[src/rtl/seg7_pkg.sv]
// Shared constants for 7-segment display encoding/decoding.
// Patterns are active-low, bit6=a ... bit0=g.
package seg7_pkg;
  localparam int SEG_W = 7;
  localparam logic [SEG_W-1:0] SEG_BLANK = 7'h7F;

  localparam logic [SEG_W-1:0] SEG_PATTERNS [16] = '{
    7'b0000001, 7'b1001111, 7'b0010010, 7'b0000110,
    7'b1001100, 7'b0100100, 7'b0100000, 7'b0001111,
    7'b0000000, 7'b0000100, 7'b0001000, 7'b1100000,
    7'b0110001, 7'b1000010, 7'b0110000, 7'b0111000
  };
endpackage

[src/rtl/seg7_pattern_decode.sv]
// Combinational reverse lookup of an active-low segment pattern to its hex nibble.
// legal is low for any code outside the 16-entry table.
module seg7_pattern_decode
  import seg7_pkg::*;
(
  input  logic [SEG_W-1:0] seg,
  output logic             legal,
  output logic [3:0]       nibble
);

  always_comb begin
    legal  = 1'b0;
    nibble = 4'h0;
    for (int i = 0; i < 16; i++) begin
      if (seg == SEG_PATTERNS[i]) begin
        legal  = 1'b1;
        nibble = 4'(i);
      end
    end
  end

endmodule

[src/rtl/seg7_scan_capture.sv]
// Captures a multiplexed active-low 7-segment bus back into per-digit hex nibbles,
// accepting a select/segment combination only after it has been stable long enough.
module seg7_scan_capture
  import seg7_pkg::*;
#(
  parameter int NUM_DIGITS    = 4,
  parameter int STABLE_CYCLES = 4
) (
  input  logic                    clk,
  input  logic                    rst_n,
  input  logic [SEG_W-1:0]        seg_in,
  input  logic [NUM_DIGITS-1:0]   dig_sel_n,
  output logic [4*NUM_DIGITS-1:0] value_out,
  output logic [NUM_DIGITS-1:0]   digit_valid,
  output logic                    update,
  output logic                    code_err,
  output logic                    sel_err,
  output logic                    frame_done
);

  localparam int IN_W  = NUM_DIGITS + SEG_W;
  localparam int CNT_W = 8;
  localparam int IDX_W = (NUM_DIGITS > 1) ? $clog2(NUM_DIGITS) : 1;
  localparam logic [CNT_W-1:0] CAP_CNT = CNT_W'(STABLE_CYCLES - 1);
  localparam logic [CNT_W-1:0] SAT_CNT = CNT_W'(STABLE_CYCLES);
  localparam logic [IN_W-1:0]  BLANK_BUS = {{NUM_DIGITS{1'b1}}, SEG_BLANK};

  logic [IN_W-1:0]         s1, s2, prev;
  logic [CNT_W-1:0]        count;
  logic [NUM_DIGITS-1:0]   seen;

  logic                    stable, capture;
  logic [NUM_DIGITS-1:0]   s2_sel_n, sel_mask;
  logic [SEG_W-1:0]        s2_seg;
  logic                    legal;
  logic [3:0]              nibble;
  logic [3:0]              low_cnt;
  logic [IDX_W-1:0]        sel_idx;

  logic [4*NUM_DIGITS-1:0] value_d;
  logic [NUM_DIGITS-1:0]   valid_d, seen_d;
  logic                    update_d, code_err_d, sel_err_d, frame_d;

  assign s2_sel_n = s2[IN_W-1:SEG_W];
  assign s2_seg   = s2[SEG_W-1:0];
  assign sel_mask = ~s2_sel_n;
  assign stable   = (s2 == prev);
  // Count saturates at STABLE_CYCLES, so a held pattern hits CAP_CNT only once.
  assign capture  = stable && (count == CAP_CNT);

  seg7_pattern_decode u_decode (
    .seg    (s2_seg),
    .legal  (legal),
    .nibble (nibble)
  );

  always_comb begin
    low_cnt = 4'd0;
    sel_idx = '0;
    for (int i = 0; i < NUM_DIGITS; i++) begin
      if (!s2_sel_n[i]) begin
        low_cnt = low_cnt + 4'd1;
        sel_idx = IDX_W'(i);
      end
    end
  end

  always_comb begin
    value_d    = value_out;
    valid_d    = digit_valid;
    seen_d     = seen;
    update_d   = 1'b0;
    code_err_d = 1'b0;
    sel_err_d  = 1'b0;
    frame_d    = 1'b0;
    if (capture) begin
      if (low_cnt > 4'd1) begin
        sel_err_d = 1'b1;
      end else if (low_cnt == 4'd1) begin
        if (legal) begin
          value_d[{sel_idx, 2'b00} +: 4] = nibble;
          valid_d[sel_idx] = 1'b1;
          update_d         = 1'b1;
          if ((seen | sel_mask) == {NUM_DIGITS{1'b1}}) begin
            frame_d = 1'b1;
            seen_d  = '0;
          end else begin
            seen_d = seen | sel_mask;
          end
        end else begin
          code_err_d       = 1'b1;
          valid_d[sel_idx] = 1'b0;
          seen_d[sel_idx]  = 1'b0;
        end
      end
    end
  end

  always_ff @(posedge clk or negedge rst_n) begin
    if (!rst_n) begin
      s1          <= BLANK_BUS;
      s2          <= BLANK_BUS;
      prev        <= BLANK_BUS;
      count       <= '0;
      seen        <= '0;
      value_out   <= '0;
      digit_valid <= '0;
      update      <= 1'b0;
      code_err    <= 1'b0;
      sel_err     <= 1'b0;
      frame_done  <= 1'b0;
    end else begin
      s1          <= {dig_sel_n, seg_in};
      s2          <= s1;
      prev        <= s2;
      if (!stable)                count <= '0;
      else if (count != SAT_CNT)  count <= count + CNT_W'(1);
      seen        <= seen_d;
      value_out   <= value_d;
      digit_valid <= valid_d;
      update      <= update_d;
      code_err    <= code_err_d;
      sel_err     <= sel_err_d;
      frame_done  <= frame_d;
    end
  end

endmodule

[config.mk]
export PLATFORM = sky130hd
export DESIGN_NAME = seg7_scan_capture
export DESIGN_NICKNAME = d
export VERILOG_FILES = /design/src/rtl/seg7_pkg.sv /design/src/rtl/seg7_pattern_decode.sv /design/src/rtl/seg7_scan_capture.sv
export SDC_FILE = /design/constraint.sdc
export NUM_CORES = 1
export LEC_CHECK = 0
export ABC_AREA = 1
export CORE_ASPECT_RATIO = 1.25
export CORE_MARGIN = 2
export CORE_UTILIZATION = 65
export DETAILED_ROUTE_END_ITERATION = 12
export DONT_BUFFER_PORTS = 1
export PLACE_DENSITY = 0.81
export SKIP_LAST_GASP = 1
export SLEW_MARGIN = 20
export SYNTH_ARGS = -nofsm -noshare
export SYNTH_HDL_FRONTEND = slang
export SYNTH_SLANG_ARGS = --single-unit
[constraint.sdc]
create_clock -name clk -period 7.9 [get_ports clk]
set_input_delay 1.58 -clock clk [delete_from_list [all_inputs] [get_ports clk]]
set_output_delay 1.58 -clock clk [all_outputs]
set_load 0.05 [all_outputs]
# --- Word-level counts from Yosys, hierarchy flattened ---
# Cells that the tools add are included.
totals:
  register_bits: 69
  romBits: 0
  out_inout_bits: 24
  elab_cells: 115
  latchBits: 0
  mem_count: 0
  inputBits: 13
  ram_bits: 0
op_classes:
  bitwise_logic: 7
  n_shift: 2
  n_eq_ne: 21
  div_mod_pow: 0
  reduce_logical: 5
  multipliers: 0
  n_addsub: 5
  muxes: 61
  n_lt_le_gt_ge: 3
ops:
  columns: ["operator", "n"]
  rows:
  - ["4-bit 2-to-1 mux", 14]
  - ["7-bit by 6-bit == test with 1-bit output, second input constant", 5]
  - ["1-bit 2-to-1 mux", 35]
  - ["7-bit == test, second input constant", 4]
  - ["16-bit bitwise mux", 1]
  - ["8-bit 2-to-1 mux", 2]
  - ["4-bit by 6-bit variable shift with 16-bit output, first input constant", 1]
  - ["4-bit by 6-bit indexed part select with 16-bit output", 1]
  - ["7-bit by 3-bit == test with 1-bit output, second input constant", 2]
  - ["7-bit by 4-bit == test with 1-bit output, second input constant", 2]
  - ["4-bit by 1-bit adder with 4-bit output, second input constant", 3]
  - ["3-bit 2-to-1 mux", 4]
  - ["11-bit == test", 1]
  - ["8-bit by 1-bit adder with 8-bit output, second input constant", 1]
  - ["4-bit bitwise AND", 2]
  - ["8-bit by 2-bit == test with 1-bit output, second input constant", 1]
  - ["2-bit 2-to-1 mux", 4]
  - ["8-bit by 3-bit inequality test with 1-bit output, second input constant", 1]
  - ["4-bit NOT", 2]
  - ["4-bit OR", 2]
  - ["7-bit by 1-bit == test with 1-bit output, second input constant", 1]
  - ["7-bit by 5-bit == test with 1-bit output, second input constant", 1]
  - ["7-bit zero test", 1]
  - ["4-bit negation with 6-bit output", 1]
  - ["11 further kinds", 12]

# --- Depth between registers and ports, before layout ---
# Gate-level depths: netlist of run 1.
depth:
  word_depth: 21
  depth_mapped: 18
  depth_no_buf: 16

# --- By module ---
# A second synthesis of run 1 with hierarchy kept.
unflattened:
  cells_unflattened: 361
  hier_area_um2: 3410.8
by_module_without_submodules:
  columns: ["mod", "n_inst", "seq_area_each_um2", "cells_per_inst", "area_each_um2"]
  rows:
  - ["seg7_scan_capture", 1, 1767.9, 296, 3090.5]
  - ["seg7_pattern_decode", 1, 0.0, 65, 320.3]

# --- Worst setup path after synthesis of run 1 ---
# Ideal clock, no wire load.
synth_timing:
  path_type: "register to register"
  startpoint: "reg s2[8]"
  endpoint: "reg value_out[8]"
  setup_ns: 0.118
  required_time_ns: 7.782
  slack_ns: 5.371
  path_buffers: 1
  arrival_time_ns: 2.411
  stages_incl_launch_ff: 15
  path_cell_list: "dfstp_2 -> inv_2 -> ha_1 -> xnor2_1 -> ha_1 -> or2_0 -> nand2_1 -> nand2_1 -> inv_2 -> nand4_4 -> nor2_4 -> buf_6 -> nand3_4 -> nand2_1 -> nand2_1"
synth_via:
  elab_chain_len: 8
  elab_cells_between_ends: 18
synth_rtl:
  columns: ["item", "line_no", "text"]
  rows:
  - ["start: declaration", "seg7_scan_capture.sv:28", "logic [IN_W-1:0] s1, s2, prev;"]
  - ["start signal: assignment", "seg7_scan_capture.sv:102", "s2 <= BLANK_BUS;"]
  - ["start signal: assignment", "seg7_scan_capture.sv:114", "s2 <= s1;"]
  - ["4-bit 2-to-1 mux", "seg7_scan_capture.sv:61", "if (!s2_sel_n[i]) begin"]
  - ["4-bit by 1-bit adder with 4-bit output", "seg7_scan_capture.sv:62", "low_cnt = low_cnt + 4'd1;"]
  - ["4-bit 2-to-1 mux", "seg7_scan_capture.sv:61", null]
  - ["4-bit by 1-bit adder with 4-bit output", "seg7_scan_capture.sv:62", null]
  - ["4-bit 2-to-1 mux", "seg7_scan_capture.sv:61", null]
  - ["4-bit by 1-bit > comparator with 1-bit output", "seg7_scan_capture.sv:77", "if (low_cnt > 4'd1) begin"]
  - ["1-bit NOT (no source line)", null, null]
  - ["4-bit AND reduction (no source line)", null, null]
  - ["end signal: assignment", "seg7_scan_capture.sv:119", "value_out <= value_d;"]
  - ["end: declaration", "seg7_scan_capture.sv:13", "output logic [4*NUM_DIGITS-1:0] value_out,"]
# Parallel ways exist; a longest one is shown, timed or not.
# A chain may end at the register's enable or synchronous reset.

# --- Worst setup path after layout of run 1 ---
layout_timing:
  startpoint: "reg s2[8]"
  endpoint: "reg value_out[4]"
# Same word-level chain as after synthesis.

==> reports/summary.log, run 1 <==
qor: logic_synthesis.yosys_warnings 0
qor: cts.cts_repair_resize_count 0
qor: cts.quantity_of_hold_fixing_buffers_added_after_cts 0
qor: cells_and_area.layout.cells.most_common_list sky130_fd_sc_hd__nand2_1, sky130_fd_sc_hd__inv_1, sky130_fd_sc_hd__nor2_1, sky130_fd_sc_hd__dfrtp_1, sky130_fd_sc_hd__dfstp_2
qor: sta.post_route_skew 0.01220 ns
qor: sta.fin_setup_tns 0 ns
qor: setup_path.critical_path_required 8.15 ns
qor: logic_synthesis.postSynthRegisterBits 69
qor: setup_path.timing.critical_path.arrival 3.21 ns
qor: flow_run.max_cap_viol_count 0
qor: min_path.hold_path_class flop to flop
qor: floorplan.ios 37
qor: placement.port_buffers 0
qor: floorplan.initial_utilization 68.15%
qor: min_path.hold_depth 0
qor: cts.tritoncts_num_sinks 69
qor: pwr.power_frac_clock 42.9%
qor: sta.timing_worst_slew_pin_value 0.8693 ns
qor: detailed_routing.detail_route.iter0.violations 167
qor: logic_synthesis.synthesis.area_per_instance 8.799 um2
qor: sta.period_minus_slack 2.963 ns
qor: setup_path.r2r.worst_path.cells 13
qor: sta.timing.final.crit_share 37.50%
qor: setup_path.element_type_at_the_critical_path_end flop
qor: pwr.power.sequential.fraction 51.7%
qor: detailed_routing.drt-pass1-iter-count 6
qor: detailed_routing.ant_nets 0
qor: placement.dpl_worst_slack 4.945 ns
qor: cts.depth_of_the_cts_h_tree 3
qor: pwr.power-per-cell-area 209.3 nW/um2
qor: placement.dpl.hpwl 4373 um
qor: cells_and_area.fraction_of_final_layout_cells_sized_beyond_drive_strength_1 19.53%
qor: cts.cts-buffers-inserted 9
qor: detailed_routing.route.detailed.wl_per_inst 13.80 um
qor: setup_path.path_class flop to flop
qor: sta.timing.final.hold_violations 0
qor: cells_and_area.antenna_cells 0
qor: grt.grt_pass1_wl 10430 um
qor: floorplan.die_footprint 5580 um2
qor: sta.timing.fmax 337.5 MHz
qor: cells_and_area.mostFrequentLayoutCell sky130_fd_sc_hd__nand2_1
qor: pwr.power.switching_fraction 24.32%
qor: grt.vias_in_the_first_global_route 2466
qor: cts.post_cts_buffers 0
qor: cells_and_area.utilization 73.00%
qor: sta.finalWorstSetupSlack 4.937 ns
qor: sta.number_of_failing_setup_endpoints_in_the_final_timing_report 0
qor: pwr.leakagePower 1.755 nW
qor: detailed_routing.dr_total_vias 2447
qor: floorplan.chipHeight 83.02 um
qor: grt.grt_use_total 24.50%
qor: setup_path.critical_path_peak_fanout 12
qor: floorplan.fp-row-count 28
qor: logic_synthesis.syn-instance-count 369
qor: grt.maximum_number_of_pins_on_one_net_before_global_route_repair 70
qor: cells_and_area.area_delta_synth_final 7.129%
qor: cts.cts.path.max_buffers 2
qor: cts.cts_tree done
qor: floorplan.placeableCoreArea 4765 um2
qor: logic_synthesis.postSynthNetCount 387
qor: sta.final_max_slew_viol_count 0
qor: grt.initial_antenna_violation_count 0
qor: floorplan.die-width 67.22 um
qor: run_status.outcome completed
qor: cts.clkLatencyLatePin 0.35 ns
qor: pwr.power_frac_comb 5.3%
qor: detailed_routing.postRouteWirelength 6057 um
qor: logic_synthesis.netlist-cell-type-count 30
qor: pwr.p_switching 177.0 uW
qor: cells_and_area.layout.filler_cells 365
qor: sta.worst_slew_margin_rel 41.51%
qor: detailed_routing.detail_route.drc_violations 0
qor: sta.grt_setup_unrepaired no
qor: setup_path.critPathLaunchType flop
qor: pwr.ir_worst_vdd 158.2 uV
qor: pwr.intPower 550.9 uW
qor: grt.global_route.overflow_total 0
qor: detailed_routing.post_drt_via_cell_ratio 5.574
qor: cts.path_clk_slew 0.08 ns
qor: placement.routabilityCongestion 0.9724
qor: logic_synthesis.synth-seq-area-share 54.45%
qor: cts.clockRootBuffer sky130_fd_sc_hd__clkbuf_8
qor: cells_and_area.fin_nets 392
qor: logic_synthesis.post_synthesis_instance_area 3247 um2
==> cells in the mapped netlist <==
cell                       count  area, um2
sky130_fd_sc_hd__buf_4         1      7.510
sky130_fd_sc_hd__nand3_4       2      35.03
sky130_fd_sc_hd__inv_2         7      26.28
sky130_fd_sc_hd__nor2_2        7      43.79
sky130_fd_sc_hd__nand4_1      16      100.1
sky130_fd_sc_hd__nor3b_1       2      15.01
sky130_fd_sc_hd__o211ai_1      2      15.01
sky130_fd_sc_hd__nand3b_1      1      7.510
sky130_fd_sc_hd__and3_1        1      6.260
sky130_fd_sc_hd__nor3_1       13      65.06
sky130_fd_sc_hd__nor2_4        1      11.26
sky130_fd_sc_hd__nand4_4       1      21.27
sky130_fd_sc_hd__a21oi_1       6      30.03
sky130_fd_sc_hd__nand2_1     107      401.6
sky130_fd_sc_hd__dfstp_2      33      867.1
sky130_fd_sc_hd__nand2_4       1      11.26
sky130_fd_sc_hd__nor2_1       36      135.1
sky130_fd_sc_hd__nand3_2       3      30.03
sky130_fd_sc_hd__o21ai_1       1      5.000
sky130_fd_sc_hd__dfrtp_1      36      900.9
sky130_fd_sc_hd__ha_1          5      62.56
sky130_fd_sc_hd__o21ai_0       7      35.03
sky130_fd_sc_hd__nor4_1        2      12.51
sky130_fd_sc_hd__buf_6         5      56.30
sky130_fd_sc_hd__xnor2_1       6      52.55
sky130_fd_sc_hd__or2_2         1      6.260
sky130_fd_sc_hd__nand3_1      25      125.1
sky130_fd_sc_hd__nand2_2       2      12.51
sky130_fd_sc_hd__or2_0         1      6.260
sky130_fd_sc_hd__inv_1        38      142.6
==> power by group through the flow <==
stage / sequential [mW] / combinational (mW) / clock [mW]
finish: 0.377 / 0.0389 / 0.312
global route: 0.378 / 0.0446 / 0.336
CTS: 0.377 / 0.0387 / 0.318
detailed placement: 0.383 / 0.0384 / 0
global placement: 0.382 / 0.0372 / 0
floorplan: 0.380 / 0.0361 / 0
==> through the flow <==
step	hold WS (ns)	cells	power, mW	cell area [um2]
2_1_floorplan	0.3452	369	0.4159	3247
3_3_place_gp	0.3456	423	0.4194	3258
3_5_place_dp	0.3478	423	0.4214	3258
4_1_cts	0.3589	439	0.7331	3478
5_1_grt	0.3619	439	0.7586	3478
6_report	0.3572	439	0.7279	3478
==> flip-flops by register name (all words and copies together), names as in the netlist, named ones only <==
| name | count |
|---|---|
| value_out | 16 |
| prev | 11 |
| s1 | 11 |
| s2 | 11 |
| count | 8 |
| seen | 4 |
| code_err | 1 |
| frame_done | 1 |
| sel_err | 1 |
| update | 1 |
==> worst paths after layout <==
check	startpoint	endpoint	slack, ns
min reg2reg	s1[2]$_DFF_PN1_	s2[2]$_DFF_PN1_	0.36
max in group asynchronous	rst_n	s2[9]$_DFF_PN1_	6.77
max reg2reg	s2[8]$_DFF_PN1_	value_out[4]$_DFFE_PN0P_	4.94
max	s2[8]$_DFF_PN1_	value_out[4]$_DFFE_PN0P_	4.94
min	s1[2]$_DFF_PN1_	s2[2]$_DFF_PN1_	0.36
min in group asynchronous	rst_n	value_out[4]$_DFFE_PN0P_	0.92
==> critical path, cell delays in order (launching register included) <==
cell	delay, ns
sky130_fd_sc_hd__dfstp_2	0.59
sky130_fd_sc_hd__inv_2	0.07
sky130_fd_sc_hd__ha_1	0.32
sky130_fd_sc_hd__xnor2_1	0.27
sky130_fd_sc_hd__ha_1	0.27
sky130_fd_sc_hd__or2_0	0.20
sky130_fd_sc_hd__nand2_1	0.09
sky130_fd_sc_hd__nand2_1	0.07
sky130_fd_sc_hd__inv_2	0.08
sky130_fd_sc_hd__nand4_4	0.19
sky130_fd_sc_hd__nor2_4	0.30
sky130_fd_sc_hd__nand3_1	0.23
sky130_fd_sc_hd__nand2_1	0.13
sky130_fd_sc_hd__nand2_1	0.06
==> cell families after synthesis <==
logic type | Yosys count | synth area share [%]
xor+xnor | 6 | 1.618
flops | 69 | 54.45
simple gates | 222 | 32.22
buf+inv | 51 | 7.168
compound gates | 16 | 2.620
fa+ha+maj | 5 | 1.927
==> layout make-up <==
| cell class | instances | area, um2 | area share, % |
|---|---|---|---|
| multi-input cells | 249 | 1246 | 35.83 |
| clock buffers | 10 | 148.9 | 4.281 |
| flip-flops and latches | 69 | 1768 | 50.83 |
| well taps | 60 | 75.07 | 2.158 |
| inverters | 45 | 168.9 | 4.856 |
| clock inverters | 6 | 71.32 | 2.050 |
==> per-layer routing <==
| metal | routed length [um] | global-route usage, % | share of wire, % | vias up |
|---|---|---|---|---|
| li1 | - | - | - | 1185 |
| met1 | 2333 | 27.21 | 39 | 1159 |
| met2 | 3155 | 40.68 | 52 | 82 |
| met3 | 342 | 8.401 | 5.6 | 21 |
| met4 | 227 | 12.06 | 3.7 | 0 |
| met5 | 0 | 0 | 0 | - |
(Power assumes the default switching activity.)
==> inputs of run 2 (changes only) <==
--- a/config.mk
+++ b/config.mk
@@ -8,10 +8,10 @@
 export ABC_AREA = 1
 export CORE_ASPECT_RATIO = 1.25
 export CORE_MARGIN = 2
-export CORE_UTILIZATION = 65
+export CORE_UTILIZATION = 63
 export DETAILED_ROUTE_END_ITERATION = 12
 export DONT_BUFFER_PORTS = 1
-export PLACE_DENSITY = 0.81
+export PLACE_DENSITY = 0.79
 export SKIP_LAST_GASP = 1
 export SLEW_MARGIN = 20
 export SYNTH_ARGS = -nofsm -noshare
==> constraint.sdc (replaced) <==
create_clock -name clk -period 2.9 [get_ports clk]
set_input_delay 0.58 -clock clk [delete_from_list [all_inputs] [get_ports clk]]
set_output_delay 0.58 -clock clk [all_outputs]
set_load 0.05 [all_outputs]
==> reports/summary.log, run 2 (synthesis gave the netlist of run 1 again) <==
qor: cells_and_area.regArea 1768 um2 [unchanged]
qor: pwr.power.switching_fraction 23.61% [-0.71 points]
qor: floorplan.fp-row-count 29 [+3.6%]
qor: cells_and_area.antenna_cells 0 [unchanged]
qor: flow_run.max_cap_viol_count 0 [unchanged]
qor: sta.number_of_failing_setup_endpoints_in_the_final_timing_report 0 [unchanged]
qor: detailed_routing.route.detailed.wl_per_inst 13.32 um [-3.5%]
qor: detailed_routing.post_drt_via_cell_ratio 5.430 [-2.6%]
qor: pwr.power.sequential.fraction 52.8% [+1.1 points]
qor: setup_path.r2r-start s2[7]$_DFF_PN1_
qor: cells_and_area.area_delta_synth_final 9.673%
qor: cells_and_area.multiInputGateArea 1285 um2 [+3.1%]
qor: sta.fin_setup_tns 0 ns [unchanged]
qor: grt.grt_pass1_wl 9570 um [-8.2%]
qor: cells_and_area.fraction_of_final_layout_cells_sized_beyond_drive_strength_1 21.20% [+1.7 points]
qor: setup_path.critical_path_peak_fanout 7 [-5]
qor: setup_path.timing.critical_path.slowest_cell_delay 0.56 ns [-0.03 ns]
qor: floorplan.die-width 68.21 um [+1.5%]
qor: sta.timing.final.hold_violations 0 [unchanged]
qor: pwr.total_power 1.945 mW [+170%]
qor: grt.vias_in_the_first_global_route 2236 [-9.3%]
qor: detailed_routing.dr_total_vias 2411 [-1.5%]
qor: grt.grt_use_total 22.54% [-2.0 points]
qor: setup_path.critPathLaunchType flop
qor: floorplan.die_footprint 5748 um2 [+3.0%]
qor: detailed_routing.drt-pass1-iter-count 5 [-1]
qor: run_status.outcome completed
qor: cells_and_area.final_design_area_no_fill 3561 um2 [+2.4%]
qor: floorplan.chipHeight 84.27 um [+1.5%]
qor: cts.clockRootBuffer sky130_fd_sc_hd__clkbuf_8
qor: cts.path_clk_slew 0.07 ns [about the same]
qor: setup_path.element_type_at_the_critical_path_end flop
qor: setup_path.path_common_cell sky130_fd_sc_hd__nand2_1
qor: setup_path.setup.reg_to_reg.worst_slack 0.24 ns [-4.69 ns]
qor: min_path.hold_path_class input pin to asynchronous set/reset pin
qor: cells_and_area.layout.cells.most_common_list sky130_fd_sc_hd__nand2_1, sky130_fd_sc_hd__inv_1, sky130_fd_sc_hd__nor2_1, sky130_fd_sc_hd__dfrtp_1, sky130_fd_sc_hd__dfstp_2
qor: sta.fin_hold_ws 0.07571 ns [-0.2815 ns]
qor: sta.timing.fmax 376.5 MHz [+12%]
qor: placement.dpl.hpwl 4067 um [-7.0%]
qor: cells_and_area.fin_nets 395 [+0.77%]
qor: cts.depth_of_the_cts_h_tree 3 [unchanged]
qor: sta.post_route_skew 0.006692 ns [-0.005512 ns]
qor: cts.clkLatencyLatePin 0.34 ns [about the same]
qor: detailed_routing.detail_route.drc_violations 0 [unchanged]
qor: pwr.power_frac_clock 40.8% [-2.1 points]
qor: grt.maximum_number_of_pins_on_one_net_before_global_route_repair 37 [-47%]
qor: cells_and_area.layout.filler_cells 368 [+0.82%]
qor: cts.cts_tree done
qor: floorplan.placeableCoreArea 5007 um2 [+5.1%]
qor: pwr.power-per-cell-area 546.2 nW/um2 [+160%]
qor: grt.initial_antenna_violation_count 0 [unchanged]
qor: sta.worst_slew_margin_rel 48.38% [+6.9 points]
qor: pwr.p_switching 459.2 uW [+160%]
qor: floorplan.ios 37 [unchanged]
qor: cells_and_area.registers.top_by_ff_count value_out
qor: placement.port_buffers 0 [unchanged]
qor: sta.timing.final.crit_share 91.59% [+54 points]
qor: cts.cts.path.max_buffers 2 [unchanged]
qor: setup_path.timing.critical_path.arrival 2.89 ns [-0.32 ns]
qor: sta.period_minus_slack 2.656 ns [-0.3065 ns]
qor: setup_path.r2r.worst_path.cells 14 [+1]
qor: cells_and_area.instances_no_fill 444 [+1.1%]
qor: detailed_routing.detail_route.iter0.violations 170 [+1.8%]
qor: sta.timing_worst_slew_pin_value 0.7672 ns [-0.1021 ns]
qor: placement.place_inst 426 [+0.71%]
qor: sta.final_max_slew_viol_count 0 [unchanged]
qor: cells_and_area.mostFrequentLayoutCell sky130_fd_sc_hd__nand2_1
qor: pwr.ir_worst_vdd 486.2 uV [+210%]
qor: cts.cts-buffers-inserted 9 [unchanged]
qor: pwr.intPower 1.486 mW [+170%]
qor: setup_path.cp_cell_sequence inv_1 > ha_4 > xnor2_2 > ha_1 > or2_0 > nand2_1 > nand2_1 > inv_2 > nand4_4 > nor2_4 > buf_12 > nand3_4 > nand2_1 > nand2_1
qor: setup_path.worst_r2r_endpoint value_out[8]$_DFFE_PN0P_
qor: detailed_routing.ant_nets 0 [unchanged]
qor: placement.postPlaceCellArea 3268 um2 [+0.31%]
qor: setup_path.source_of_the_critical_timing_path s2[7]$_DFF_PN1_
qor: grt.global_route.overflow_total 0 [unchanged]
qor: setup_path.path_class flop to flop
qor: floorplan.initial_utilization 64.84% [-3.3 points]
qor: cts.tritoncts_num_sinks 69 [unchanged]
qor: setup_path.critical_path_required 3.13 ns [-5.02 ns]
qor: detailed_routing.postRouteWirelength 5913 um [-2.4%]
qor: setup_path.cpMaxStageDelayCell sky130_fd_sc_hd__dfstp_2
qor: placement.routabilityCongestion 0.8742 [-10%]
qor: sta.grt_setup_unrepaired no
qor: cells_and_area.flip_flop_count_of_the_largest_register_after_layout 16 [unchanged]
qor: pwr.leakagePower 1.774 nW [+1.1%]
qor: setup_path.crit_path_end value_out[8]$_DFFE_PN0P_
qor: pwr.power_frac_comb 6.4% [+1.1 points]
## run 2: changes by cell type in the layout (fill, tap and decap cells not counted), moves of 2 or more
cell	change
sky130_fd_sc_hd__inv_6	-4
sky130_fd_sc_hd__buf_12	+2
sky130_fd_sc_hd__nand3_2	+2
sky130_fd_sc_hd__nand3_1	-2
## run 2: metal layers
metal  global-route usage (%)  up-vias  wire length [um]
met5                        0        -                 0
met4                    10.91        0                82
met3                    7.373        9               316
met2                    36.98       65              3087
met1                    25.88     1139              2427
li1                         -     1198                 -
## run 2: worst min path at each step
stage | from | end | slack (ns) | cells past startpoint
2_1_floorplan | rst_n | asynchronous set/reset pin | 0.28 | 0
3_3_place_gp | rst_n | update$_DFF_PN0_ | 0.29 | 0
3_5_place_dp | rst_n | code_err$_DFF_PN0_ | 0.29 | 0
4_1_cts | rst_n | s1[0]$_DFF_PN1_ | 0.06 | 0
5_1_grt | rst_n | s1[8]$_DFF_PN1_ | 0.05 | 0
6_report | rst_n | value_out[1]$_DFFE_PN0P_ | 0.08 | 1
## run 2: timing repair
item / CTS / global route
buffers inserted: 0 / 1
endpoints found under the hold margin: 36 / 0
setup endpoints to repair: 0 / 23
hold buffers: 1 / 0
gates resized for setup: 0 / 6
## run 2: final cells by class
cell class / instances / share of cell area (%)
Inverter: 45 / 4.743
Timing Repair Buffer: 3 / 1.335
Clock buffer: 13 / 5.376
Tap cell: 62 / 2.178
Clock inverter: 3 / 0.6325
Sequential cell: 69 / 49.65
Multi-Input combinational cell: 249 / 36.09
## run 2: per-stage QoR
stage / setup slack [ns] / util [%]
finish: 0.2438 / 71.11
global route: 0.06929 / 71.11
CTS: 0.05407 / 69.94
detailed placement: 0.07278 / 65.27
global placement: 0.2008 / 65.27
floorplan: 0.3708 / -
## run 2: power by group through the flow
stage / Clock (mW) / Sequential, mW / Combinational, mW
2_1_floorplan: 0 / 1.03 / 0.0984
3_3_place_gp: 0 / 1.04 / 0.103
3_5_place_dp: 0 / 1.04 / 0.105
4_1_cts: 0.817 / 1.03 / 0.119
5_1_grt: 0.867 / 1.03 / 0.143
6_report: 0.794 / 1.03 / 0.125
## run 2: critical path, delay by kind of cell (launching register included)
family	cells	cell delay (ns)
xor gates and xnor gates	1	0.14
adders and majority gates	2	0.56
buffers and inverters	3	0.32
DFF	1	0.56
and+or+nand+nor	8	0.97
